**config.mk**
```make
export PLATFORM = sky130hd
export DESIGN_NAME = fp_result_collector
export DESIGN_NICKNAME = d
export VERILOG_FILES = /design/src/rtl/float_pkg.sv /design/src/rtl/fp_result_fifo.sv /design/src/rtl/fp_result_collector.sv
export SDC_FILE = /design/constraint.sdc
export NUM_CORES = 1
export LEC_CHECK = 0
export ABC_CLOCK_PERIOD_IN_PS = 5700
export BUFFER_PORTS_ARGS = -buffer_cell sky130_fd_sc_hd__buf_2
export CORE_ASPECT_RATIO = 0.7
export CORE_MARGIN = 1
export CORE_UTILIZATION = 55
export CTS_CLUSTER_SIZE = 10
export DETAILED_ROUTE_END_ITERATION = 6
export HOLD_SLACK_MARGIN = 0.08
export PLACE_DENSITY = 0.75
export SLEW_MARGIN = 15
export SYNTH_ARGS = -nofsm -noshare
export SYNTH_HDL_FRONTEND = slang
export SYNTH_HIERARCHICAL = 1
export SYNTH_SLANG_ARGS = --single-unit
```
**constraint.sdc**
```tcl
create_clock -name clk -period 5.7 [get_ports clk]
set_input_delay 1.14 -clock clk [delete_from_list [all_inputs] [get_ports clk]]
set_output_delay 1.14 -clock clk [all_outputs]
set_load 0.005 [all_outputs]
```
**src/rtl/float_pkg.sv**
```systemverilog
// Shared definitions for the float units and their companions.
package float_pkg;

  // Bit positions inside exceptionFlags {NV,DZ,OF,UF,NX}
  localparam int unsigned FLAG_NV = 4;
  localparam int unsigned FLAG_DZ = 3;
  localparam int unsigned FLAG_OF = 2;
  localparam int unsigned FLAG_UF = 1;
  localparam int unsigned FLAG_NX = 0;

  localparam int unsigned NUM_FLAGS = 5;

  localparam int unsigned floatControlWidth = 1;

  typedef logic [NUM_FLAGS-1:0] fp_flags_t;

endpackage

```
**src/rtl/fp_result_fifo.sv**
```systemverilog
// Synchronous FIFO with a registered head output. The caller guarantees that it
// never pushes into a full FIFO without a same-cycle pop, and never pops when empty.
module fp_result_fifo #(
  parameter int unsigned WIDTH = 37,
  parameter int unsigned DEPTH = 4,
  localparam int unsigned PTR_W = $clog2(DEPTH),
  localparam int unsigned CNT_W = $clog2(DEPTH + 1)
) (
  input  logic             clk,
  input  logic             reset,
  input  logic             push,
  input  logic [WIDTH-1:0] wdata,
  input  logic             pop,
  output logic [WIDTH-1:0] rdata,
  output logic [CNT_W-1:0] count
);

  logic [WIDTH-1:0] mem_q [DEPTH];
  logic [PTR_W-1:0] wr_ptr_q, wr_ptr_d;
  logic [PTR_W-1:0] rd_ptr_q, rd_ptr_d;
  logic [CNT_W-1:0] count_q, count_d;
  logic [WIDTH-1:0] rdata_q, rdata_d;

  // Pointer/count next state and the look-ahead head for the output register
  always_comb begin
    wr_ptr_d = push ? wr_ptr_q + PTR_W'(1) : wr_ptr_q;
    rd_ptr_d = pop  ? rd_ptr_q + PTR_W'(1) : rd_ptr_q;
    count_d  = count_q;
    unique case ({push, pop})
      2'b10:   count_d = count_q + CNT_W'(1);
      2'b01:   count_d = count_q - CNT_W'(1);
      default: count_d = count_q;
    endcase
    // Head holds its last value once the FIFO drains; a freshly written slot that
    // becomes the head is forwarded straight from wdata.
    rdata_d = rdata_q;
    if (count_d != '0) begin
      rdata_d = (push && (wr_ptr_q == rd_ptr_d)) ? wdata : mem_q[rd_ptr_d];
    end
  end

  // Storage array, no reset needed
  always_ff @(posedge clk) begin
    if (push) begin
      mem_q[wr_ptr_q] <= wdata;
    end
  end

  // Control state and head register
  always_ff @(posedge clk) begin
    if (reset) begin
      wr_ptr_q <= '0;
      rd_ptr_q <= '0;
      count_q  <= '0;
      rdata_q  <= '0;
    end else begin
      wr_ptr_q <= wr_ptr_d;
      rd_ptr_q <= rd_ptr_d;
      count_q  <= count_d;
      rdata_q  <= rdata_d;
    end
  end

  assign rdata = rdata_q;
  assign count = count_q;

endmodule

```
**src/rtl/fp_result_collector.sv**
```systemverilog
// Collects results of a fixed-latency, non-stallable float unit into a FIFO,
// re-presents them on valid/ready, tracks sticky IEEE flags and hands out credits
// so the producer never launches an op whose result would have nowhere to go.
module fp_result_collector
  import float_pkg::*;
#(
  parameter int unsigned WIDTH = 32,
  parameter int unsigned DEPTH = 4
) (
  input  logic             clk,
  input  logic             reset,
  input  logic             issue_val,
  output logic             issue_ok,
  input  logic             fu_done,
  input  logic [WIDTH-1:0] fu_out,
  input  fp_flags_t        fu_flags,
  output logic             res_valid,
  input  logic             res_ready,
  output logic [WIDTH-1:0] res_data,
  output fp_flags_t        res_flags,
  output fp_flags_t        sticky_flags,
  input  logic             clear_sticky,
  output logic [1:0]       err
);

  localparam int unsigned CNT_W   = $clog2(DEPTH + 1);
  localparam int unsigned ENTRY_W = WIDTH + NUM_FLAGS;

  logic [CNT_W-1:0] in_flight_q, in_flight_d;
  logic [CNT_W-1:0] count;
  logic [CNT_W:0]   credits_used;
  fp_flags_t        sticky_q, sticky_d;
  logic [1:0]       err_q, err_d;

  logic issue, pop, full, push_acc, spurious, overflow;

  // Credit check uses registered state only; a pop this cycle frees a credit next cycle
  always_comb begin
    credits_used = {1'b0, in_flight_q} + {1'b0, count};
    issue_ok     = credits_used < (CNT_W + 1)'(DEPTH);
    res_valid    = count != '0;
    full         = count == CNT_W'(DEPTH);
    issue        = issue_val && issue_ok;
    pop          = res_valid && res_ready;
    overflow     = fu_done && full && !pop;
    push_acc     = fu_done && !overflow;
    spurious     = fu_done && (in_flight_q == '0) && !issue;
  end

  // Next state for in-flight count, sticky flags and error bits
  always_comb begin
    in_flight_d = in_flight_q;
    if (issue && !fu_done) begin
      in_flight_d = in_flight_q + CNT_W'(1);
    end else if (!issue && fu_done && (in_flight_q != '0)) begin
      in_flight_d = in_flight_q - CNT_W'(1);
    end
    sticky_d = (clear_sticky ? '0 : sticky_q) | (push_acc ? fu_flags : '0);
    err_d    = err_q | {spurious, overflow};
  end

  // Collector state registers
  always_ff @(posedge clk) begin
    if (reset) begin
      in_flight_q <= '0;
      sticky_q    <= '0;
      err_q       <= '0;
    end else begin
      in_flight_q <= in_flight_d;
      sticky_q    <= sticky_d;
      err_q       <= err_d;
    end
  end

  fp_result_fifo #(
    .WIDTH (ENTRY_W),
    .DEPTH (DEPTH)
  ) u_fifo (
    .clk   (clk),
    .reset (reset),
    .push  (push_acc),
    .wdata ({fu_out, fu_flags}),
    .pop   (pop),
    .rdata ({res_data, res_flags}),
    .count (count)
  );

  assign sticky_flags = sticky_q;
  assign err          = err_q;

endmodule
```
==> out/summary.txt <==
Outcome - finished, final reports clean
TritonCTS Buffers - 24
Most frequent cells in the layout - edfxtp_1 (148), buf_2 (88), nand2_1 (75)
Pre-CTS WS - 1920 ps
WP buf/inv - 4
Hold path cells - 2
Synthesized area per cell - 16.0 µm²
Post-Synthesis Cells - 508
DP Area - 8730 µm²
Period utilization - 58.2%
Skew final - 11.8 ps
Syn nets - 560
Critical Path Stages - 12
Syn Std Cell Area - 8140 µm²
H-tree depth - 1
CTS Buffer Depth - 3
Reg2reg start - u_fifo/count[0]$_SDFF_PP0_
Worst-Skew Late Latency - 490 ps
Ant. Diodes - 0
Final hold violations - 0
Number of global-route vias before repair - 4749
GPL Wtd Cong - 0.737
Area leader, netlist - edfxtp_1
WS Path Type - in -> reg
PortBufs - 88
Maxcap violations - 0
Worst path cell trace - buf_2 > nor4b_1 > nor2b_1 > buf_4 > inv_1 > ha_1 > fa_1 > nor3b_1 > a21oi_4 > buf_12 > nor2_1 > a311oi_1
Slew HR - 26.6%
WL final - 15.9 mm
# DRC - 0
Cells taking the most area after synthesis - edfxtp_1 (55%), dfxtp_1 (13%), mux4_2 (10%)
Worst min-delay path startpoint - err[0]$_SDFF_PP0_
Initial antenna violation count - 0
Core area - 14200 µm²
Post-synthesis sequential area ratio - 67.9%
Via count - 4586
Power per cell area - 535 nW/µm²
Required @ worst endpoint - 6040 ps
Max Freq - 0.301 GHz
Post-synth top area share - 54.6%
Largest net degree at the start of global routing - 75
Sink Count - 202
Avg WL per Cell - 19.7 µm
Final ANT Viol Nets - 0
Row count - 36
Worst hold endpoint - err[0]$_SDFF_PP0_
CTS root buffer - clkbuf_16
Clock transition at path regs - 60 ps
Total power - 5050 µW
CP max FO - 74
Crit. End Element - flop
Peak supply drop - 392 µV
Yosys warns - 6
Unrepaired setup endpoints after global routing - no
Crit path largest cell delay - 470 ps
Flop-to-flop setup slack - 2490 ps
CP Data Arrival Time - 3660 ps
1st-pass router iterations - 5
CTS tree - done
Post-route cell area - 9430 µm²
Hold Crit Class - reg -> reg
FF-to-FF End - u_fifo/rdata[35]$_SDFFE_PP0P_
Slowest-stage cell, CP - fa_1
Critical path launch point type - primary input
Finished Layout Cells - 804
Area grow syn2layout - 15.9%
Overall die width - 147 µm
Final setup fails - 0
Die Span Y - 104 µm
Post-synth cell types - 40
Period minus WS final - 3320 ps
CTS hold repair buffers - 0
Final Max Slew Viols - 0
IO Pins - 89
Starting DRT DRC Count - 275
Setup_tns - 0 ps
Placed cells - 760
Top delay family on crit path - simple AND/OR/NAND/NOR gates
Detailed Place HPWL - 8.93 mm
Cells on worst reg2reg path - 10
Final WS setup - 2380 ps
Pleak - 0.00346 µW
Share of layout cells above drive strength 1 - 32.2%
Commonest non-fill, non-tap cell in the layout - edfxtp_1
Global-route wire length before repair - 25.7 mm
Vias per cell - 5.70
Post-CTS setup buffer count - 0
Die area - 15300 µm²
Worst-Margin Slew - 1100 ps
Yosys reg bits - 202
Resize count post-CTS - 0
Total track usage - 21.8%
Fin nets - 648
GR Overflow Total - 0
Initial Util - 57.4%
-- sequential cells by signal (all words and copies together), names as in the netlist --
| name | cells |
|---|---|
| err | 2 |
| u_fifo/count | 3 |
| u_fifo/rdata | 37 |
| u_fifo/wr_ptr_q | 2 |
| u_fifo/rd_ptr_q | 2 |
| sticky_flags | 5 |
| in_flight_q | 3 |
| u_fifo/mem_q | 148 |
-- where the power goes --
group / internal [µW] / switching (µW)
sequential: 1800 / 106
combinational: 795 / 988
clock: 816 / 538
-- logic make-up after synthesis --
| group | count (synthesis) | synth area share (%) |
|---|---|---|
| flip-flops | 202 | 67.9 |
| AND/OR/NAND/NOR | 163 | 9.27 |
| AO/OA/AOI/OAI | 48 | 6.86 |
| multiplexers | 45 | 11.3 |
| buffers and inverters | 34 | 2.31 |
| adder cells (fa/ha/maj) | 9 | 1.57 |
| XOR/XNOR | 7 | 0.753 |
-- cell type report --
type | count | area [µm²]
clock inverters | 1 | 8.76
flip-flops and latches | 202 | 5530
repair buffers | 93 | 490
well taps | 190 | 238
multi-input cells | 272 | 2470
clock buffers | 43 | 693
inverters | 3 | 11.3
fillers | 990 | 4750
-- cell usage after synthesis, drive strengths merged --
library cell and instances:
nor2b 11, edfxtp 148, a21oi 8, xnor2 3, nor4b 2, mux4 37
or2 2, and3 1, nand2 75, nand2b 3, and2 5, buf 18
and2b 1, nor2 54, inv 3, xor2 4, nand3b 1, dfxtp 54
nor4 1, ha 7, nand4b 2, nor3 2, o31ai 1, a31oi 1
or3 2, a311oi 37, mux2i 6, o21ai 1, fa 2, mux2 2
nor3b 1, clkbuf 13
-- tightest hold or removal path: cells and delay by family (launching register included) --
family	cells	cell delay [ps]
AOI/OAI and AO/OA	1	40
DFF	1	320
and+or+nand+nor	1	80
-- stage by stage --
step                      utilization (%)  hold WS [ps]
after floorplan                         -           460
after global placement               61.5           444
after detailed placement             61.5           468
after CTS                            66.5           481
after global routing                 66.5           510
final                                66.5           481
-- layer usage --
metal	vias to the layer above	wire length [µm]	part of all wire (%)	global-route usage (%)
li1	2112	-	-	-
met1	2298	6920	44	31.2
met2	152	7570	48	35.0
met3	24	1110	7.0	3.96
met4	0	260	1.6	5.08
met5	-	0	0	0
-- how the worst max path moves through the flow --
| stage | start | endpoint | slack [ps] |
|---|---|---|---|
| after floorplan | res_ready | u_fifo/rdata[19]$_SDFFE_PP0P_ | 1980 |
| after global placement | fu_done | u_fifo/rdata[36]$_SDFFE_PP0P_ | 2100 |
| after detailed placement | res_ready | u_fifo/rdata[29]$_SDFFE_PP0P_ | 1920 |
| after CTS | fu_done | u_fifo/rdata[35]$_SDFFE_PP0P_ | 2410 |
| after global routing | fu_done | u_fifo/rdata[35]$_SDFFE_PP0P_ | 2160 |
| final | res_ready | u_fifo/rdata[35]$_SDFFE_PP0P_ | 2380 |
Note: power is estimated with default switching activity, not from simulation.
